**config.mk**
```make
export PLATFORM = sky130hd
export DESIGN_NAME = cnn_conv_acc_flat
export DESIGN_NICKNAME = d
export VERILOG_FILES = /design/src/rtl/cnn_conv_acc_pkg.sv /design/src/rtl/cnn_conv_acc_if.sv /design/src/rtl/cnn_conv_acc_sat.sv /design/src/rtl/cnn_conv_acc.sv /design/src/flat_wrapper.sv
export SDC_FILE = /design/constraint.sdc
export NUM_CORES = 1
export LEC_CHECK = 0
export CORE_MARGIN = 4
export CORE_UTILIZATION = 61
export DETAILED_ROUTE_END_ITERATION = 8
export DONT_BUFFER_PORTS = 1
export PLACE_DENSITY_LB_ADDON = 0.1
export SYNTH_ARGS = -nofsm -noshare
export SYNTH_HDL_FRONTEND = slang
export SYNTH_SLANG_ARGS = --single-unit
```
**constraint.sdc**
```tcl
create_clock -name ap_clk -period 6.15 [get_ports ap_clk]
set_input_delay 1.845 -clock ap_clk [delete_from_list [all_inputs] [get_ports ap_clk]]
set_output_delay 1.845 -clock ap_clk [all_outputs]
set_load 0.02 [all_outputs]
```
**src/rtl/cnn_conv_acc_pkg.sv**
```systemverilog
// Shared types and constants for the conv accumulate/requantise stages.
// Widths here are the defaults for conv2 (24b products, 14b activations).
package cnn_conv_acc_pkg;
  localparam int PROD_W = 24;
  localparam int OUT_W  = 14;
  localparam int ACC_W  = 32;

  typedef enum logic {ACC, HOLD} state_t;

  // Half an LSB at activation scale, used for round-half-up.
  function automatic logic signed [ACC_W-1:0] rnd_half(input int fs);
    return {{(ACC_W-1){1'b0}}, 1'b1} << (fs - 1);
  endfunction
endpackage

```
**src/rtl/cnn_conv_acc_if.sv**
```systemverilog
// Product-in / activation-out stream bundle for the conv accumulate stage.
interface cnn_conv_acc_if #(
  parameter int PW = cnn_conv_acc_pkg::PROD_W,
  parameter int OW = cnn_conv_acc_pkg::OUT_W
);
  logic                 in_valid;
  logic                 in_ready;
  logic signed [PW-1:0] in_data;
  logic                 in_last;
  logic signed [OW-1:0] bias_data;
  logic                 out_valid;
  logic                 out_ready;
  logic signed [OW-1:0] out_data;
  logic                 tap_err;

  modport slave (
    input  in_valid, in_data, in_last, bias_data, out_ready,
    output in_ready, out_valid, out_data, tap_err
  );
  modport master (
    output in_valid, in_data, in_last, bias_data, out_ready,
    input  in_ready, out_valid, out_data, tap_err
  );
endinterface

```
**src/rtl/cnn_conv_acc_sat.sv**
```systemverilog
// Round-half-up, arithmetic shift and saturate from accumulator to activation width.
// Optional ReLU clamp when CNN_CONV_ACC_RELU_EN is defined.
module cnn_conv_acc_sat
  import cnn_conv_acc_pkg::*;
#(
  parameter int AW         = ACC_W,
  parameter int OW         = OUT_W,
  parameter int FRAC_SHIFT = 8
) (
  input  logic signed [AW-1:0] i_sum,
  output logic signed [OW-1:0] o_data
);
  localparam logic signed [AW-1:0] HALF = AW'(rnd_half(FRAC_SHIFT));
  localparam logic signed [AW-1:0] MAXV = {{(AW-OW+1){1'b0}}, {(OW-1){1'b1}}};
  localparam logic signed [AW-1:0] MINV = ~MAXV;

  logic signed [AW-1:0] w_rnd, w_shr;
  logic signed [OW-1:0] w_sat;

  assign w_rnd = i_sum + HALF;
  assign w_shr = w_rnd >>> FRAC_SHIFT;

  always_comb begin
    w_sat = w_shr[OW-1:0];
    if (w_shr > MAXV)      w_sat = MAXV[OW-1:0];
    else if (w_shr < MINV) w_sat = MINV[OW-1:0];
  end

`ifdef CNN_CONV_ACC_RELU_EN
  assign o_data = w_sat[OW-1] ? '0 : w_sat;
`else
  assign o_data = w_sat;
`endif
endmodule

```
**src/rtl/cnn_conv_acc.sv**
```systemverilog
// conv2 accumulate/requantise: sums TAPS products plus bias, emits one activation per window.
// ReLU on the output is enabled by defining CNN_CONV_ACC_RELU_EN.
module cnn_conv_acc #(
  parameter int PROD_W     = cnn_conv_acc_pkg::PROD_W,
  parameter int OUT_W      = cnn_conv_acc_pkg::OUT_W,
  parameter int ACC_W      = cnn_conv_acc_pkg::ACC_W,
  parameter int TAPS       = 54,
  parameter int FRAC_SHIFT = 8
) (
  input logic            ap_clk,
  input logic            ap_rst_n,
  cnn_conv_acc_if.slave  s
);
  import cnn_conv_acc_pkg::*;

  localparam int CNT_W = (TAPS > 1) ? $clog2(TAPS) : 1;

  state_t                   r_state, w_next;
  logic [CNT_W-1:0]         r_tap_cnt;
  logic signed [ACC_W-1:0]  r_acc, w_base, w_sum, w_in_ext, w_bias_sh;
  logic signed [OUT_W-1:0]  r_out, w_sat;
  logic                     r_run, r_err, w_accept, w_first, w_final;

  assign w_first   = (r_tap_cnt == '0);
  assign w_final   = (r_tap_cnt == CNT_W'(TAPS - 1));
  assign w_in_ext  = {{(ACC_W-PROD_W){s.in_data[PROD_W-1]}}, s.in_data};
  assign w_bias_sh = {{(ACC_W-OUT_W){s.bias_data[OUT_W-1]}}, s.bias_data} <<< FRAC_SHIFT;
  assign w_base    = w_first ? w_bias_sh : r_acc;
  assign w_sum     = w_base + w_in_ext;

  // r_run keeps in_ready low throughout reset and drops it again on re-entry.
  assign s.in_ready  = r_run && ((r_state == ACC) || s.out_ready);
  assign w_accept    = s.in_valid && s.in_ready;
  assign s.out_valid = (r_state == HOLD);
  assign s.out_data  = r_out;
  assign s.tap_err   = r_err;

  cnn_conv_acc_sat #(.AW(ACC_W), .OW(OUT_W), .FRAC_SHIFT(FRAC_SHIFT)) u_sat (
    .i_sum  (w_sum),
    .o_data (w_sat)
  );

  always_comb begin
    w_next = r_state;
    case (r_state)
      ACC:  if (w_accept && w_final) w_next = HOLD;
      // A final tap taken while draining (TAPS==1) immediately refills HOLD.
      HOLD: if (s.out_ready) w_next = (w_accept && w_final) ? HOLD : ACC;
      default: w_next = ACC;
    endcase
  end

  always_ff @(posedge ap_clk or negedge ap_rst_n) begin
    if (!ap_rst_n) begin
      r_state   <= ACC;
      r_tap_cnt <= '0;
      r_acc     <= '0;
      r_out     <= '0;
      r_err     <= 1'b0;
      r_run     <= 1'b0;
    end else begin
      r_run   <= 1'b1;
      r_state <= w_next;
      if (w_accept) begin
        r_acc     <= w_sum;
        r_tap_cnt <= w_final ? '0 : r_tap_cnt + 1'b1;
        if (w_final) r_out <= w_sat;
        if (s.in_last != w_final) r_err <= 1'b1;
      end
    end
  end
endmodule
```
**src/flat_wrapper.sv**
```systemverilog
// flat-port wrapper written by rule: the top's interface ports become plain ports
module cnn_conv_acc_flat import cnn_conv_acc_pkg::*;
#(
  parameter int PROD_W     = cnn_conv_acc_pkg::PROD_W,
  parameter int OUT_W      = cnn_conv_acc_pkg::OUT_W,
  parameter int ACC_W      = cnn_conv_acc_pkg::ACC_W,
  parameter int TAPS       = 54,
  parameter int FRAC_SHIFT = 8
)
  (ap_clk, ap_rst_n, s_in_valid, s_in_data, s_in_last, s_bias_data, s_out_ready, s_in_ready, s_out_valid, s_out_data, s_tap_err);
  cnn_conv_acc_if s_i ();
  input logic ap_clk;
  input logic ap_rst_n;
  input wire logic [$bits(s_i.in_valid)-1:0] s_in_valid;
  input wire logic [$bits(s_i.in_data)-1:0] s_in_data;
  input wire logic [$bits(s_i.in_last)-1:0] s_in_last;
  input wire logic [$bits(s_i.bias_data)-1:0] s_bias_data;
  input wire logic [$bits(s_i.out_ready)-1:0] s_out_ready;
  output wire logic [$bits(s_i.in_ready)-1:0] s_in_ready;
  output wire logic [$bits(s_i.out_valid)-1:0] s_out_valid;
  output wire logic [$bits(s_i.out_data)-1:0] s_out_data;
  output wire logic [$bits(s_i.tap_err)-1:0] s_tap_err;
  assign s_i.in_valid = s_in_valid;
  assign s_i.in_data = s_in_data;
  assign s_i.in_last = s_in_last;
  assign s_i.bias_data = s_bias_data;
  assign s_i.out_ready = s_out_ready;
  assign s_in_ready = s_i.in_ready;
  assign s_out_valid = s_i.out_valid;
  assign s_out_data = s_i.out_data;
  assign s_tap_err = s_i.tap_err;
  cnn_conv_acc #(.PROD_W(PROD_W), .OUT_W(OUT_W), .ACC_W(ACC_W), .TAPS(TAPS), .FRAC_SHIFT(FRAC_SHIFT)) u_core (.ap_clk(ap_clk), .ap_rst_n(ap_rst_n), .s(s_i));
endmodule
```
# Word level (Yosys, flattened, before mapping)
# Index checks and enable logic that the tools add are counted.
# word_totals
register_bits	55
out_inout_bits	17
word_cells	28
# op_classes
bitwise_logic	1
add_sub_neg	3
n_eq_ne	2
order_cmp	2
muxes	7
reduce_logical	7
# op_table
op	n
$add A32 B24 Y32	1
$add A32 B9 Y32 const B	1
$mux W32	1
$mux W14	2
$gt A24 B14 Y1 const B	1
$lt A24 B14 Y1 const B	1
$add A6 B1 Y6 const B	1
$eq A6 B6 Y1 const B	1
$logic_not A6 Y1	1
$mux W6	1
$reduce_and A2 Y1	2
$logic_and A1 B1 Y1	3
$mux W1	2
$pmux W1 S2	1
$logic_or A1 B1 Y1	1
$ne A1 B1 Y1	1
$not A1 Y1	1

# Logic depth before layout (Yosys ltp)
# Gate-level depths: netlist of the first run.
# logic_depth
ltp_word	8
depth_mapped	20
depth_no_buf	18

# Cells and area by module
# A second synthesis of the first run with hierarchy kept.
# hier_totals
hier_cells	567
area_unflattened_um2	5039.8
# modules_own_cells
mod	n_inst	cells_each	area_each_um2
cnn_conv_acc	1	470	4260.3
cnn_conv_acc_sat	1	97	779.5

# Worst setup path after synthesis of the first run
# No wires, ideal clock.
# synth_timing
kind	input port to flip-flop
startpoint	input port s_bias_data[13]
endpoint	register u_core.r_out[10] (netlist: u_core.s.out_data[10])
t_required_ps	6003
setup_ps	147
path_buffers	3
stages	17
path_slack_ps	752
t_arrival_ps	5251
cell_sequence	and3_1 clkbuf_1 a21o_1 ha_1 clkbuf_2 nand2_1 o21ai_1 mux2_2 a211o_1 a211oi_4 nand4_1 nor4_4 nand4_1 mux2i_4 nor2_2 buf_6 o211ai_1
# synth_between
elab_chain_len	6
elab_cells_between_ends	7
# synth_lines
element	line	text
start, declared	flat_wrapper.sv:17	input wire logic [$bits(s_i.bias_data)-1:0] s_bias_data;
$mux W32 *	cnn_conv_acc.sv:28	assign w_base = w_first ? w_bias_sh : r_acc;
$add A32 B24 Y32 *	cnn_conv_acc.sv:29	assign w_sum = w_base + w_in_ext;
$add A32 B9 Y32 *	cnn_conv_acc_sat.sv:20	assign w_rnd = i_sum + HALF;
$lt A24 B14 Y1	cnn_conv_acc_sat.sv:26	else if (w_shr < MINV) w_sat = MINV[OW-1:0];
$mux W14	cnn_conv_acc_sat.sv:26	
$mux W14 *	cnn_conv_acc_sat.sv:25	if (w_shr > MAXV) w_sat = MAXV[OW-1:0];
end signal, assigned	cnn_conv_acc.sv:67	if (w_final) r_out <= w_sat;
end, declared	cnn_conv_acc.sv:21	logic signed [OUT_W-1:0] r_out, w_sat;
# Mark *: on every way between the ends. The rest lies on a longest branch, timed or not.
# A chain may end at the register's enable or synchronous reset.

# Worst setup path in the final report of the first run
# layout_timing
startpoint	input port s_bias_data[13]
endpoint	register u_core.r_out[1] (netlist: u_core.s.out_data[1])
# Same word-level chain as after synthesis.

==> results of run 1 <==
[power breakdown]
part           internal, mW  total (mW)  switching (mW)
combinational         0.937        2.46            1.52
clock                 0.123       0.251           0.128
sequential            0.502       0.627           0.126
total                  1.56        3.33            1.77
[routing by layer]
layer  vias to the layer above  track usage (%)
li1                       2388                -
met1                      2377             41.3
met2                       169             45.1
met3                        26             4.48
met4                         0             7.16
met5                         -                0
[worst max-delay path, cell delays in order]
cell	delay, ns
and3_1	0.48
a21o_1	0.15
ha_1	0.31
a21oi_1	0.19
o21ai_0	0.18
a21oi_1	0.23
o21ai_0	0.13
a311oi_2	0.45
nand4_1	0.28
nor4_4	0.30
nand4_1	0.28
mux2i_4	0.30
nor2_2	0.43
a221oi_1	0.18
[logic make-up after synthesis]
group | Yosys count | synth area share (%)
simple gates | 285 | 26.9
buf+inv | 28 | 2.27
other cells | 1 | 0.0707
flops | 55 | 26.0
xor+xnor | 37 | 6.54
compound gates | 184 | 25.3
mux | 18 | 4.04
fa+ha+maj | 37 | 8.87
[cell usage after synthesis, drive strengths merged, types with 9 or more instances]
master	number	area, um2
nand2	134	503
dfrtp	55	1380
o21ai	46	238
a21oi	41	209
ha	36	450
nor2	36	138
xnor2	22	200
and2	19	120
nand3	18	90.1
a21o	17	128
mux2	17	191
clkbuf	16	61.3
xor2	15	146
and3	14	87.6
nand4	13	118
a211oi	12	123
nor3	12	70.1
o211ai	12	100
and4	9	81.3
[flip-flops by register name, summed over array words and instances, names as in the netlist]
signal              flops
u_core.r_acc           32
u_core.r_run            1
u_core.r_tap_cnt        6
u_core.s.out_data      14
u_core.s.out_valid      1
u_core.s.tap_err        1
[worst paths after layout]
kind                                          start               endpoint  slack [ns]  depth (start not counted)
worst max-delay path                s_bias_data[13]   u_core.s.out_data[1]        0.55                         14
worst min register to register      u_core.r_acc[0]        u_core.r_acc[0]        0.49                          2
min in group asynchronous                  ap_rst_n    u_core.r_tap_cnt[2]        1.21                          0
worst max register to register  u_core.r_tap_cnt[2]  u_core.s.out_data[11]        0.55                         17
max in group asynchronous                  ap_rst_n       u_core.r_acc[27]        4.84                          0
worst min-delay path                u_core.r_acc[0]        u_core.r_acc[0]        0.49                          2
[per-stage QoR]
step | hold slack, ns | instance area (um2)
6_report | 0.485 | 5560
5_1_grt | 0.496 | 5560
4_1_cts | 0.484 | 5560
3_5_place_dp | 0.459 | 5440
3_3_place_gp | 0.449 | 5440
2_1_floorplan | 0.437 | 5300
[area by class of cell]
| cell class | count | area, um2 | area share, % |
|---|---|---|---|
| clock buffer | 5 | 68.8 | 1.24 |
| clock inverter | 3 | 46.3 | 0.833 |
| inverter | 7 | 26.3 | 0.473 |
| multi-input combinational | 562 | 3800 | 68.4 |
| sequential | 55 | 1380 | 24.8 |
| tap | 105 | 131 | 2.36 |
| timing repair buffer | 14 | 105 | 1.89 |
==> impl_metrics.env, run 1 <==
export IMPL_synth_edf_count=0
export IMPL_ys_seq_elements=55
export IMPL_fin_crit_sh_pct=91.0
export IMPL_setup_viol=0
export IMPL_avgSynthCellArea_um2=8.22
export IMPL_dr_first_iter_drc_count=290
export IMPL_routabilityCongestion=0.949
export IMPL_clock_skew_ns=0.0133
export IMPL_slew_violations=0
export IMPL_routed_via_density=6.60
export IMPL_ys_warn_count=0
export IMPL_hold_viol_final=0
export IMPL_finalWorstSetupSlack_ns=0.555
export IMPL_rsz0062_at_grt="no"
export IMPL_die_area_mm2=0.0102
export IMPL_cts_buffers=5
export IMPL_grt_usage_pct=28.7
export IMPL_ant_nets=0
export IMPL_synthCells=645
export IMPL_clockRootBuffer="clkbuf_8"
export IMPL_drc=0
export IMPL_wl_met3_um=923
export IMPL_clk_pin_slew_worst_paths_ns=0.11
export IMPL_placed_cells=743
export IMPL_rows=33
export IMPL_grt_overflow_total=0
export IMPL_cts_setup_buffers=0
export IMPL_cp_max_fo=12
export IMPL_p_total_mw=3.33
export IMPL_ir_drop_uv=422
export IMPL_setup_worst_path_class="input port to flip-flop"
export IMPL_h_tree_depth=2
export IMPL_wl_met1_um=6920
export IMPL_vias=4960
export IMPL_die_x_um=101
export IMPL_critical_path_required_ns=6.31
export IMPL_layout_cells_most_common="nand2_1"
export IMPL_clockBufferDepth=2
export IMPL_instances_no_fill=751
export IMPL_p_leak_nw=2.46
export IMPL_async_flop_share_pct=100
export IMPL_fin_util_pct=66.7
export IMPL_hp_class="flip-flop to flip-flop"
export IMPL_n_antenna_cell=0
export IMPL_final_cell_mix="nand2_1, dfrtp_1, a21oi_1"
export IMPL_final_nets=725
export IMPL_place_ws_ns=0.263
export IMPL_postCtsResizedCells=0
export IMPL_dpl_hpwl_um=11500
export IMPL_syn_nets=725
export IMPL_cts_sinks=55
export IMPL_maxSlewHeadroom_pct=52.7
export IMPL_fillers=750
export IMPL_status="completed"
export IMPL_p_per_area_mw_per_mm2=600
export IMPL_ctsHoldBuffers=0
export IMPL_fin_setup_tns_ns=0
export IMPL_min_period_ns=5.60
export IMPL_grt_pass1_wl_um=23500
export IMPL_design_core_area_mm2=0.00834
export IMPL_die_h_um=101
export IMPL_maxCapViolations=0
export IMPL_antenna_found_initial=0
export IMPL_ioPinCount=60
export IMPL_grt_max_degree=56
export IMPL_wl_met2_um=6470
export IMPL_top_layer="met4"
export IMPL_synthDistinctLibCells=84
export IMPL_seq_area_frac_synth_pct=26.0
export IMPL_wire_per_inst_um=19.5
export IMPL_area_growth_pct=4.86
export IMPL_grt_pass1_vias=4593
export IMPL_dr_pass1_iters=5
export IMPL_drive_gt1_share_pct=12.1
export IMPL_insertion_delay_ns=0.31
export IMPL_start_util_pct=63.6
export IMPL_endpoint_kind="flip-flop"
export IMPL_cts_tree="yes"
export IMPL_tightest_slew_ns=0.700
export IMPL_worst_setup_path_start_kind="input port"
export IMPL_io_buffer_count=0
export IMPL_arrival_ns=5.75
export IMPL_ys_flop_type="dfrtp_1"
export IMPL_synth_area_mm2=0.00530
export IMPL_fmax_ghz=0.179
export IMPL_wl_um=14600
(Power assumes the default switching activity.)
==> run 2: changes to the inputs <==
- SETUP_SLACK_MARGIN: not set -> 0.4
==> run 2 against run 1 <==
Compared with the run above:
- setup slack better by 0.088 ns
- flip-flop and latch count unchanged
- critical path type unchanged
- combinational power about the same
- largest cell class unchanged
- via count up 1.1%
- maximum frequency up 1.6%
- cell area up 0.74%
- clock skew down 0.00070 ns
- critical endpoint unchanged
- largest power group unchanged
- critical path depth down 1
- count of clock-buffer cells in the layout unchanged
- clock power about the same
- register-to-register slack better by 0.25 ns
==> impl_metrics.env, run 2 (synthesized netlist as in run 1, its figures left out) <==
export IMPL_slew_violations=0
export IMPL_dr_first_iter_drc_count=284
export IMPL_cts_tree="yes"
export IMPL_vias=5015
export IMPL_cts_buffers=5
export IMPL_endpoint_kind="flip-flop"
export IMPL_min_period_ns=5.51
export IMPL_wl_um=14700
export IMPL_final_cell_mix="nand2_1, dfrtp_1, a21oi_1"
export IMPL_antenna_found_initial=0
export IMPL_die_area_mm2=0.0102
export IMPL_instances_no_fill=751
export IMPL_dpl_hpwl_um=11500
export IMPL_start_util_pct=63.6
export IMPL_grt_max_degree=56
export IMPL_clockBufferDepth=2
export IMPL_io_buffer_count=0
export IMPL_h_tree_depth=2
export IMPL_layout_cells_most_common="nand2_1"
export IMPL_n_antenna_cell=0
export IMPL_critical_path_required_ns=6.32
export IMPL_grt_pass1_wl_um=23500
export IMPL_ir_drop_uv=446
export IMPL_cpMostUsedCell="nand4_1"
export IMPL_clk_pin_slew_worst_paths_ns=0.11
export IMPL_fin_crit_sh_pct=89.6
export IMPL_dr_pass1_iters=5
export IMPL_clockRootBuffer="clkbuf_8"
export IMPL_largest_reg_flops=32
export IMPL_cp_slowest_cell="a311oi_2"
export IMPL_p_per_area_mw_per_mm2=602
export IMPL_cp_max_fo=12
export IMPL_ioPinCount=60
export IMPL_grt_pass1_vias=4593
export IMPL_die_x_um=101
export IMPL_r2r_cells=17
export IMPL_hp_class="flip-flop to flip-flop"
export IMPL_die_h_um=101
export IMPL_clock_skew_ns=0.0126
export IMPL_ant_nets=0
export IMPL_path_cells="mux2_2 -> ha_1 -> a21oi_1 -> o21ai_1 -> a211oi_2 -> nor2_1 -> a311oi_2 -> nand4_1 -> nor4_4 -> nand4_1 -> mux2i_4 -> nor2_4 -> a221oi_1"
export IMPL_rows=33
export IMPL_startpoint="s_bias_data[1]"
export IMPL_regMostFlops="u_core.r_acc"
export IMPL_routabilityCongestion=0.949
export IMPL_placed_cells=743
export IMPL_status="completed"
export IMPL_p_leak_nw=2.47
export IMPL_rsz0062_at_grt="no"
export IMPL_final_nets=725
export IMPL_drive_gt1_share_pct=12.8
export IMPL_design_core_area_mm2=0.00834
export IMPL_fmax_ghz=0.182
export IMPL_setup_viol=0
export IMPL_cts_setup_buffers=0
export IMPL_grt_overflow_total=0
export IMPL_wire_per_inst_um=19.6
export IMPL_fin_setup_tns_ns=0
export IMPL_hold_viol_final=0
export IMPL_grt_usage_pct=28.7
export IMPL_max_stage_delay_ns=0.46
export IMPL_worst_setup_path_start_kind="input port"
export IMPL_rr_endpoint="u_core.s.out_data[1]"
export IMPL_maxSlewHeadroom_pct=42.1
export IMPL_r2r_start="u_core.r_tap_cnt[4]"
export IMPL_tightest_slew_ns=0.846
export IMPL_routed_via_density=6.68
export IMPL_insertion_delay_ns=0.31
export IMPL_drc=0
export IMPL_arrival_ns=5.68
export IMPL_setup_worst_path_class="input port to flip-flop"
export IMPL_rrSetupSlack_ns=0.80
export IMPL_maxCapViolations=0
export IMPL_cts_sinks=55
export IMPL_area_growth_pct=5.64
export IMPL_crit_path_end="u_core.s.out_data[1]"
## run 2: how the worst min path moves through the flow
stage / startpoint / end / slack [ns] / cells after the start
6_report: u_core.r_acc[0] / u_core.r_acc[0] / 0.49 / 2
5_1_grt: u_core.r_acc[0] / u_core.r_acc[0] / 0.50 / 2
4_1_cts: u_core.r_acc[0] / u_core.r_acc[0] / 0.48 / 2
3_5_place_dp: u_core.r_acc[0] / u_core.r_acc[0] / 0.46 / 2
3_3_place_gp: u_core.r_acc[0] / u_core.r_acc[0] / 0.45 / 2
2_1_floorplan: u_core.r_acc[0] / u_core.r_acc[0] / 0.44 / 2
## run 2: final cells by class
type	count	area (um2)
timing repair buffer	14	105
clock inverter	3	46.3
inverter	7	26.3
clock buffer	5	68.8
fill	743	2740
multi-input combinational	562	3850
tap	105	131
sequential	55	1380
## run 2: worst max-delay path, delay by kind of cell
kind            cells  cell delay (ns)
compound gates      5             1.51
mux                 2             0.57
simple gates        5             1.35
fa+ha+maj           1             0.39
## run 2: timing repair
action	CTS	global route
hold buffers	0	0
gates resized for setup	0	8
setup endpoints to repair	0	13
## run 2: through the flow
step                hold slack [ns]  setup slack, ns  area (um2)  power [mW]  utilization (%)
CTS                           0.484            0.578        5560        3.29             66.7
detailed placement            0.459            0.263        5440        3.02             65.3
global placement              0.449            0.427        5440        2.96             65.3
global route                  0.496            0.402        5600        3.63             67.1
floorplan                     0.437            0.752        5300        2.40                -
finish                        0.485            0.643        5600        3.37             67.1
## run 2: metal layers
metal	up-vias	part of all wire [%]	track usage, %
li1	2381	-	-
met1	2400	47	41.3
met2	203	44	45.1
met3	31	6.8	4.48
met4	0	2.2	7.16
met5	-	0	0
## run 2: report_power, final
part	internal [mW]	total (mW)	switching, mW	leakage [nW]
clock network	0.123	0.252	0.129	0.0548
registers	0.502	0.627	0.126	0.693
logic	0.950	2.49	1.54	1.72
